**src/rtl/cell_pkg.sv**
```systemverilog
// Shared cell-stream definitions used by the fetch stage, the beat serializer and HOG.
package cell_pkg;

    localparam int CELL_WIDTH = 768;
    localparam int CELL_COL   = 40;
    localparam int CELL_ROW   = 30;
    localparam int CELL_NUM   = CELL_COL * CELL_ROW;

    typedef enum logic {
        SER_EMPTY_ST = 1'b0,
        SER_SHIFT_ST = 1'b1
    } ser_state_e;

endpackage

```
**src/rtl/cell_pos_counter.sv**
```systemverilog
// Frame position tracker: column/row counters advanced once per finished cell,
// with end-of-row and end-of-frame compares.
module cell_pos_counter #(
    parameter int  CELL_COL = 40,
    parameter int  CELL_ROW = 30,
    localparam int COL_W    = $clog2(CELL_COL),
    localparam int ROW_W    = $clog2(CELL_ROW)
) (
    input  logic             clk,
    input  logic             rst,
    input  logic             adv_i,
    output logic [COL_W-1:0] col_o,
    output logic [ROW_W-1:0] row_o,
    output logic             eol_o,
    output logic             frame_last_o
);

    logic [COL_W-1:0] col_q, col_d;
    logic [ROW_W-1:0] row_q, row_d;
    logic             col_end, row_end;

    assign col_end = (col_q == COL_W'(CELL_COL - 1));
    assign row_end = (row_q == ROW_W'(CELL_ROW - 1));

    // Wrap by explicit compare so non-power-of-two frame sizes work.
    always_comb begin
        col_d = col_q;
        row_d = row_q;
        if (adv_i) begin
            if (col_end) begin
                col_d = '0;
                row_d = row_end ? '0 : row_q + ROW_W'(1);
            end else begin
                col_d = col_q + COL_W'(1);
            end
        end
    end

    always_ff @(posedge clk or posedge rst) begin
        if (rst) begin
            col_q <= '0;
            row_q <= '0;
        end else begin
            col_q <= col_d;
            row_q <= row_d;
        end
    end

    assign col_o        = col_q;
    assign row_o        = row_q;
    assign eol_o        = col_end;
    assign frame_last_o = col_end && row_end;

endmodule

```
**src/rtl/cell_beat_serializer.sv**
```systemverilog
// Splits each accepted cell into BEAT_NUM beats (LSB slice first) tagged with cell/row/frame markers.
// Optional macro CELL_SER_POS_EN drives fwd_cell_x_o/fwd_cell_y_o with the cell position.
module cell_beat_serializer #(
    parameter int  CELL_WIDTH = cell_pkg::CELL_WIDTH,
    parameter int  BEAT_NUM   = 8,
    parameter int  CELL_COL   = cell_pkg::CELL_COL,
    parameter int  CELL_ROW   = cell_pkg::CELL_ROW,
    localparam int BEAT_WIDTH = CELL_WIDTH / BEAT_NUM,
    localparam int BEAT_W     = $clog2(BEAT_NUM),
    localparam int COL_W      = $clog2(CELL_COL),
    localparam int ROW_W      = $clog2(CELL_ROW)
) (
    input  logic                  clk,
    input  logic                  rst,
    input  logic [CELL_WIDTH-1:0] bwd_cell_data_i,
    input  logic                  bwd_cell_valid_i,
    output logic                  bwd_cell_ready_o,
    output logic [BEAT_WIDTH-1:0] fwd_beat_data_o,
    output logic                  fwd_beat_valid_o,
    input  logic                  fwd_beat_ready_i,
    output logic                  fwd_beat_last_o,
    output logic                  fwd_cell_eol_o,
    output logic                  fwd_frame_last_o,
    output logic [COL_W-1:0]      fwd_cell_x_o,
    output logic [ROW_W-1:0]      fwd_cell_y_o
);
    import cell_pkg::*;

    ser_state_e                           state_q, state_d;
    logic [CELL_WIDTH-1:0]                cell_q, cell_d;
    logic [BEAT_W-1:0]                    beat_cnt_q, beat_cnt_d;
    logic [BEAT_NUM-1:0][BEAT_WIDTH-1:0]  beats;
    logic                                 shifting, last_beat, in_hs, out_hs, adv;
    logic [COL_W-1:0]                     col_cnt;
    logic [ROW_W-1:0]                     row_cnt;
    logic                                 eol, frame_last;

    assign shifting  = (state_q == SER_SHIFT_ST);
    assign last_beat = (beat_cnt_q == BEAT_W'(BEAT_NUM - 1));
    assign out_hs    = shifting && fwd_beat_ready_i;
    assign adv       = out_hs && last_beat;

    // Refill during the final beat handshake so cells stream without a bubble.
    assign bwd_cell_ready_o = (state_q == SER_EMPTY_ST) || adv;
    assign in_hs            = bwd_cell_valid_i && bwd_cell_ready_o;

    always_comb begin
        state_d    = state_q;
        cell_d     = cell_q;
        beat_cnt_d = beat_cnt_q;
        if (out_hs) begin
            if (last_beat) begin
                state_d = SER_EMPTY_ST;
            end else begin
                beat_cnt_d = beat_cnt_q + BEAT_W'(1);
            end
        end
        if (in_hs) begin
            state_d    = SER_SHIFT_ST;
            cell_d     = bwd_cell_data_i;
            beat_cnt_d = '0;
        end
    end

    always_ff @(posedge clk or posedge rst) begin
        if (rst) begin
            state_q    <= SER_EMPTY_ST;
            cell_q     <= '0;
            beat_cnt_q <= '0;
        end else begin
            state_q    <= state_d;
            cell_q     <= cell_d;
            beat_cnt_q <= beat_cnt_d;
        end
    end

    cell_pos_counter #(
        .CELL_COL (CELL_COL),
        .CELL_ROW (CELL_ROW)
    ) u_pos (
        .clk          (clk),
        .rst          (rst),
        .adv_i        (adv),
        .col_o        (col_cnt),
        .row_o        (row_cnt),
        .eol_o        (eol),
        .frame_last_o (frame_last)
    );

    assign beats            = cell_q;
    assign fwd_beat_valid_o = shifting;
    assign fwd_beat_data_o  = shifting ? beats[beat_cnt_q] : '0;
    assign fwd_beat_last_o  = shifting && last_beat;
    assign fwd_cell_eol_o   = shifting && eol;
    assign fwd_frame_last_o = shifting && frame_last;

`ifdef CELL_SER_POS_EN
    assign fwd_cell_x_o = shifting ? col_cnt : '0;
    assign fwd_cell_y_o = shifting ? row_cnt : '0;
`else
    // Counters still feed the markers; the position itself is not exported.
    logic unused_pos;
    assign unused_pos   = ^{col_cnt, row_cnt};
    assign fwd_cell_x_o = '0;
    assign fwd_cell_y_o = '0;
`endif

endmodule

```
**config.mk**
```make
export PLATFORM = sky130hd
export DESIGN_NAME = cell_beat_serializer
export DESIGN_NICKNAME = d
export VERILOG_FILES = /design/src/rtl/cell_pkg.sv /design/src/rtl/cell_pos_counter.sv /design/src/rtl/cell_beat_serializer.sv
export SDC_FILE = /design/constraint.sdc
export NUM_CORES = 1
export LEC_CHECK = 0
export ABC_CLOCK_PERIOD_IN_PS = 26600
export CAP_MARGIN = 10
export CORE_AREA = 2 2 340 342
export CTS_CLUSTER_SIZE = 24
export DETAILED_ROUTE_END_ITERATION = 10
export DIE_AREA = 0 0 342 344
export HOLD_SLACK_MARGIN = 0.02
export PLACE_DENSITY_LB_ADDON = 0.2
export SETUP_SLACK_MARGIN = 0.15
export SYNTH_ARGS = -nofsm -noshare
export SYNTH_HDL_FRONTEND = slang
export SYNTH_SLANG_ARGS = --single-unit
```
**constraint.sdc**
```tcl
create_clock -name clk -period 26.6 [get_ports clk]
set_input_delay 2.66 -clock clk [delete_from_list [all_inputs] [get_ports clk]]
set_output_delay 2.66 -clock clk [all_outputs]
set_load 0.1 [all_outputs]
```
[Word level (Yosys, flattened, before mapping)]
Index checks and enable logic that the tools add are counted.
Word-level totals
  bits in registers: 783
  output and inout port bits: 112
Operators by class
  $add $sub $neg: 3
  magnitude comparators: 1
  eq/ne operators: 4
  multiplexer cells: 11
  bitwise gates (word level): 1
  reductions and logical operators: 13
Operators with widths (count)
  96-bit binary-select mux with 3-bit select: 1
  96-bit 2-to-1 mux: 2
  3-bit 2-to-1 mux: 3
  1-bit logical AND: 7
  6-bit by 1-bit adder with 6-bit output, second input constant: 1
  6-bit equality test, second input constant: 1
  6-bit 2-to-1 mux: 1
  2-bit AND reduction: 3
  5-bit by 1-bit adder with 5-bit output, second input constant: 1
  5-bit equality test, second input constant: 1
  5-bit 2-to-1 mux: 1
  3-bit by 4-bit less-than comparator with 1-bit output, second input constant: 1
  2-bit nonzero test: 2
  3-bit by 1-bit adder with 3-bit output, second input constant: 1
  3-bit equality test, second input constant: 1
  1-bit 2-to-1 mux: 3
  2-bit by 1-bit inequality test with 1-bit output, second input constant: 1
  1-bit logical OR: 1
  1-bit NOT: 1

[Depth between registers and ports, before layout]
Gate-level depths: netlist of the first run.
  depth in word-level cells: 6
  depth in mapped cells: 10

[Modules after synthesis]
From an unflattened synthesis of the first run, not the netlist that was laid out.
Second synthesis, totals
  cells, all modules: 2379
  area total of the unflattened synthesis: 38742.2 sq um
Modules (own cells, without submodules)
  cell_beat_serializer: instances 1, cells each 2323, area each 38141.6 sq um
  cell_pos_counter: instances 1, cells each 56, area each 600.6 sq um

[Least setup slack after synthesis of the first run]
OpenSTA, ideal clock, no wires.
  path kind: register to output
  from: register state_q (netlist: fwd_beat_valid_o)
  to: output port fwd_cell_eol_o
  arrival: 4.339 ns
  path slack: 19.601 ns
  stages on the path, launching flop included: 5
  cell sequence: dfrtp_1 > buf_6 > inv_2 > clkbuf_1 > nor4_1
Between the ends
  longest elaborated chain between the ends: 1
RTL lines
  from (decl): RTL line cell_beat_serializer.sv:29  | ser_state_e state_q, state_d;
  from (signal assigned): RTL line cell_beat_serializer.sv:71  | state_q <= state_d;
  1-bit logical AND: RTL line cell_beat_serializer.sv:94  | assign fwd_cell_eol_o = shifting && eol;
  to (decl): RTL line cell_beat_serializer.sv:22  | output logic fwd_cell_eol_o,
No other way between the ends.

[Final worst setup path of the first run]
  from: register beat_cnt_q[2]
  to: output port fwd_beat_data_o[1]
Between the ends
  longest elaborated chain between the ends: 3
RTL lines
  from (decl): RTL line cell_beat_serializer.sv:31  | logic [BEAT_W-1:0] beat_cnt_q, beat_cnt_d;
  from (signal assigned): RTL line cell_beat_serializer.sv:73  | beat_cnt_q <= beat_cnt_d;
  96-bit binary-select mux with 3-bit select: RTL line cell_beat_serializer.sv:92  | assign fwd_beat_data_o = shifting ? beats[beat_cnt_q] : '0;
  96-bit 2-to-1 mux (not written as such): RTL line cell_beat_serializer.sv:92
  96-bit 2-to-1 mux: RTL line cell_beat_serializer.sv:92
  to (decl): RTL line cell_beat_serializer.sv:18  | output logic [BEAT_WIDTH-1:0] fwd_beat_data_o,
No other way between the ends. The select of a mux whose other input is x is not followed.

==> results of run 1 <==
==> layout make-up <==
type	count	area share [%]
Antenna cell	39	0.192
Clock buffer	141	5.55
Clock inverter	29	0.699
Inverter	6	0.0640
Multi-Input combinational cell	1226	33.5
Sequential cell	783	38.6
Tap cell	1512	3.72
Timing Repair Buffer	897	17.7
==> cells in the final DEF (no fill, tap or decap), types with 3 or more instances in the layout <==
cell type	instances
a21o_1	4
a22o_1	5
buf_12	7
buf_4	18
bufinv_16	7
clkbuf_1	20
clkbuf_16	96
clkbuf_8	25
clkdlybuf4s50_1	872
clkinv_2	17
conb_1	11
dfrtp_1	780
dfrtp_4	3
diode_2	39
ha_1	5
inv_1	4
mux2_2	169
mux2_4	600
mux2i_1	96
mux4_2	192
nand2_1	6
nand4_1	3
nor2_1	101
nor3_1	5
o21ai_0	6
==> power breakdown <==
group	switching [mW]	internal [mW]	total [mW]
registers	0.353	1.77	2.12
clock network	0.521	0.798	1.32
logic	2.00	1.60	3.60
==> how the worst min path moves through the flow <==
stage	to	slack [ns]	cells after the start
3_5_place_dp	beats[105]	0.49	1
2_1_floorplan	u_pos.row_o[4]	0.47	1
4_1_cts	beats[555]	0.50	1
3_3_place_gp	beats[275]	0.48	1
5_1_grt	beats[75]	0.51	1
6_report	beats[262]	0.50	1
==> metal layers <==
| metal | vias to the layer above | global-route usage, % | share of wire [%] |
|---|---|---|---|
| met5 | - | 0 | 0.51 |
| met3 | 235 | 7.78 | 8.9 |
| met1 | 11500 | 23.1 | 39 |
| met2 | 701 | 31.1 | 48 |
| li1 | 9748 | - | - |
| met4 | 92 | 6.76 | 2.7 |
==> cells by family (layout without fill, tap and decap cells) <==
family / Yosys count / after routing / synth area share, %
DFF: 783 / 783 / 51.3
xor gates and xnor gates: 2 / 2 / 0.0459
muxes: 1057 / 1057 / 42.4
buffers and inverters: 170 / 1073 / 4.21
and+or+nand+nor: 130 / 130 / 1.46
other: 1 / 50 / 0.00982
AOI/OAI and AO/OA: 21 / 21 / 0.380
adders and majority gates: 5 / 5 / 0.164
==> sequential cells by signal (all words and copies together), names as in the netlist <==
signal and flops:
beat_cnt_q 3, u_pos.row_o 5, u_pos.col_o 6, beats 768
fwd_beat_valid_o 1
==> results.yml, run 1 <==
clock_tree:
  cts_tree: "yes"
  cts_resized: 0
  cts_root_buf: "clkbuf_16"
  hold_buffers: 0
  cts_buffers: 93
  cts.reportedPaths.clkPinSlew_ns: 0.06
  clockBufferDepth: 3
  cts_setup_buffers: 0
  h-tree-depth: 3
  clk_latency_ns: 0.65
  clock_sinks: 783
synth:
  yosysMostFrequentCell: "dfrtp_1"
  synthArstFlopShare_pct: 100
  ys_types: 41
  ys.warnings.count: 0
  synthTopCellsByArea: "dfrtp_1, mux2_4, mux4_2"
  seq_area_frac_synth_pct: 51.3
  synth.cell_area_sq_um: 38200
  netlist.area_leader.share_pct: 51.3
  synth_edf_count: 0
  synth_cells: 2169
  avgSynthCellArea_sq_um: 17.6
  ys_seq_elements: 783
  synth_area_leader_cell: "dfrtp_1"
  synthFlopType: "dfrtp_1"
  synth_common_cells: "dfrtp_1, mux2_4, mux4_2, mux2_2, nor2_1"
worst_hold_path:
  hold_class: "reg2reg"
  min_from: "beats[262]"
sta:
  rsz0062_at_grt: "false"
  max_freq_mhz: 126
  fin_ws_ns: 18.68
  worst_pin_slew_ns: 1.16
  setup_viol: 0
  finalMaxSlewViolations: 0
  hold_slack_ns: 0.501
  fin_crit_sh_pct: 29.8
  hold_viol_final: 0
  tns_ns: 0
  finClkSkew_ns: 0.0127
  slew_headroom_pct: 22.7
  post-route-min-period_ns: 7.92
floorplanning:
  num_io_pins: 884
  dieArea_sq_um: 118000
  fp.coreArea_sq_um: 114000
  die_h_um: 344
  die_x_um: 342
  rows: 124
  initial_core_util_pct: 33.5
global_routing:
  grt_pass1_vias: 25300
  antenna_found_initial: 85
  grt_start_max_net_pins: 182
  grt_pass1_wl_um: 169000
  groute.usage.overall_pct: 19.2
  grt_overflow: 0
placed_design:
  dpl_worst_slack_ns: 18.64
  post-dp-hpwl_um: 81000
  gp_congestion: 0.830
  portBuffers: 872
  dp_cells: 4424
  placed_area_sq_um: 47600
finish:
  stdcell_count: 4633
  final_util_pct: 44.6
  final_net_count: 3784
  post-route-cell-area_sq_um: 50800
  multiInputGateArea_sq_um: 17000
  fillCellCount: 10100
  seqCellArea_sq_um: 19600
  syn_to_final_growth_pct: 33.1
  drive_gt1_share_pct: 37.2
setup_path:
  crit_family: "buffers and inverters"
  ff2ff_path_depth: 11
  startpoint: "beat_cnt_q[2]"
  critPathCapture: "fwd_beat_data_o[1]"
  required_ns: 23.94
  arrival_ns: 5.26
  cp.depth: 6
  r2r_slack_ns: 19.88
  crit_type: "reg2out"
  worst_setup_path_start_kind: "flop"
  cp_slowest_stage_delay_ns: 1.27
  slowest_stage: "clkdlybuf4s50_1"
  cp_cell_sequence: "buf_12 > buf_4 > mux4_2 > mux2i_1 > nor2_1 > clkdlybuf4s50_1"
  r2r-end: "beats[318]"
  critical_path_buf_inv_count: 3
  crit_path_max_fanout: 112
  cp-end-kind: "output pin"
  rr_startpoint: "beat_cnt_q[1]"
pwr:
  power.density_nw_per_um2: 139
  finalPower_mw: 7.05
  p_leak_nw: 21.6
  ir_drop_uv: 108
routing:
  drt-initial-drc-count: 1091
  drt_first_pass_iters: 5
  viasPerCell: 4.81
  drc: 0
  wl_um: 115000
  antenna_left: 0
  vias: 22300
  post_drt_wl_per_cell_um: 24.8
flow_run:
  maxCapViolCount: 0
status:
  status: "complete, no violations"
(Power assumes the default switching activity.)
==> inputs of run 2 (changes only) <==
--- a/config.mk
+++ b/config.mk
@@ -5,7 +5,7 @@
 export SDC_FILE = /design/constraint.sdc
 export NUM_CORES = 1
 export LEC_CHECK = 0
-export ABC_CLOCK_PERIOD_IN_PS = 26600
+export ABC_CLOCK_PERIOD_IN_PS = 7400
 export CAP_MARGIN = 10
 export CORE_AREA = 2 2 340 342
 export CTS_CLUSTER_SIZE = 24
==> constraint.sdc (replaced) <==
create_clock -name clk -period 7.4 [get_ports clk]
set_input_delay 0.74 -clock clk [delete_from_list [all_inputs] [get_ports clk]]
set_output_delay 0.74 -clock clk [all_outputs]
set_load 0.1 [all_outputs]
==> run 2 against run 1 <==
Global-route usage up 0.49 points. Register-to-register slack worse by 17 ns. Sequential share of layout area down 0.084 points. Via count up 0.36%. Sequential cell count unchanged. Critical path depth down 1. Clock-buffer cell count up 1. Critical path type unchanged. Largest power group unchanged.
==> results.yml, run 2 (synthesized netlist as in run 1, its figures left out) <==
status:
  status: "complete, no violations"
pwr:
  ir_drop_uv: 684
  power.share.clock_pct: 18.9
  seqPwrFrac_pct: 30.5
  p_sw_mw: 10.3
  p_comb_share_pct: 50.6
  p_int_mw: 15.1
  p_leak_nw: 21.7
  power.density_nw_per_um2: 498
  netSwitchingFraction_pct: 40.7
clock_tree:
  clockBufferDepth: 3
  hold_buffers: 0
  cts.reportedPaths.clkPinSlew_ns: 0.06
  cts_setup_buffers: 0
  cts_tree: "yes"
  cts_resized: 0
  h-tree-depth: 3
  clock_sinks: 783
  cts_root_buf: "clkbuf_16"
  clk_latency_ns: 0.65
  cts_buffers: 92
routing:
  post_drt_wl_per_cell_um: 25.4
  drc: 0
  drt-initial-drc-count: 1005
  antenna_left: 0
  wl_um: 117000
  drt_first_pass_iters: 5
  vias: 22400
  viasPerCell: 4.84
finish:
  largest_reg_flops: 768
  final_net_count: 3788
  syn_to_final_growth_pct: 33.4
  final_cell_mix: "clkdlybuf4s50_1, dfrtp_1, mux2_4"
  fillCellCount: 10100
  post-route-cell-area_sq_um: 50900
  final_common_cell: "clkdlybuf4s50_1"
  drive_gt1_share_pct: 37.1
  stdcell_count: 4620
floorplanning:
  dieArea_sq_um: 118000
  fp.coreArea_sq_um: 114000
  die_x_um: 342
  num_io_pins: 884
  initial_core_util_pct: 33.5
  die_h_um: 344
  rows: 124
sta:
  hold_viol_final: 0
  fin_crit_sh_pct: 69.2
  fin_ws_ns: 2.28
  post-route-min-period_ns: 5.12
  hold_slack_ns: 0.494
  finalMaxSlewViolations: 0
  max_freq_mhz: 195
  rsz0062_at_grt: "false"
  slew_headroom_pct: 23.2
  setup_viol: 0
  worst_pin_slew_ns: 1.15
  finClkSkew_ns: 0.0249
global_routing:
  grt_pass1_vias: 25300
  antenna_found_initial: 69
  groute.usage.overall_pct: 19.7
  grt_pass1_wl_um: 172000
  grt_start_max_net_pins: 178
  grt_overflow: 0
setup_path:
  slowest_stage: "clkdlybuf4s50_1"
  r2r_slack_ns: 3.20
  cp_cell_sequence: "buf_4 > mux4_2 > mux2i_1 > nor2_1 > clkdlybuf4s50_1"
  arrival_ns: 4.38
  crit_path_max_fanout: 53
  crit_type: "reg2out"
  worst_setup_path_start_kind: "flop"
  crit_family: "buffers and inverters"
  cp-end-kind: "output pin"
  required_ns: 6.66
  critical_path_buf_inv_count: 2
  cp_slowest_stage_delay_ns: 1.21
placed_design:
  placed_area_sq_um: 47700
  dpl_worst_slack_ns: 2.79
  portBuffers: 872
  gp_congestion: 0.880
  dp_cells: 4429
  post-dp-hpwl_um: 84500
worst_hold_path:
  hold_class: "in2async"
flow_run:
  maxCapViolCount: 0
[run 2: final cells by class]
class	instances	area, sq um	area share, %
multi-input cells	1226	17000	33.4
clock buffers	142	2800	5.50
well taps	1512	1890	3.71
inverters	6	28.8	0.0565
diodes	25	62.6	0.123
repair buffers	902	9130	17.9
flip-flops and latches	783	19600	38.5
clock inverters	24	399	0.784
[run 2: power groups by stage]
stage	sequential [mW]	clock (mW)	combinational, mW
after floorplan	7.16	0	10.4
after global placement	7.74	0	12.8
after detailed placement	7.85	0	12.9
after CTS	7.80	4.92	13.0
after global routing	8.03	5.10	13.4
final	7.75	4.79	12.8
[run 2: metal layers]
metal	GRT usage [%]	wire length, um	share of wire (%)
met1	23.8	46100	39
met2	32.9	57400	49
met3	6.91	10100	8.6
met4	6.28	3180	2.7
met5	0	470	0.40
[run 2: metrics by stage]
stage          util [%]  TNS [ns]  power [mW]
2_1_floorplan         -  -3196.94        17.6
3_3_place_gp       41.9         0        20.6
3_5_place_dp       41.9         0        20.8
4_1_cts            44.7         0        25.7
5_1_grt            44.7         0        26.6
6_report           44.7         0        25.4
[run 2: final timing paths]
path | startpoint | endpoint | cells past startpoint
max | beat_cnt_q[1] | fwd_beat_data_o[69] | 5
min | rst | beats[161] | 2
max reg2reg | beat_cnt_q[2] | beats[229] | 7
min reg2reg | beats[261] | beats[261] | 1
max in group asynchronous | rst | beats[392] | 4
min in group clk | beats[261] | beats[261] | 1
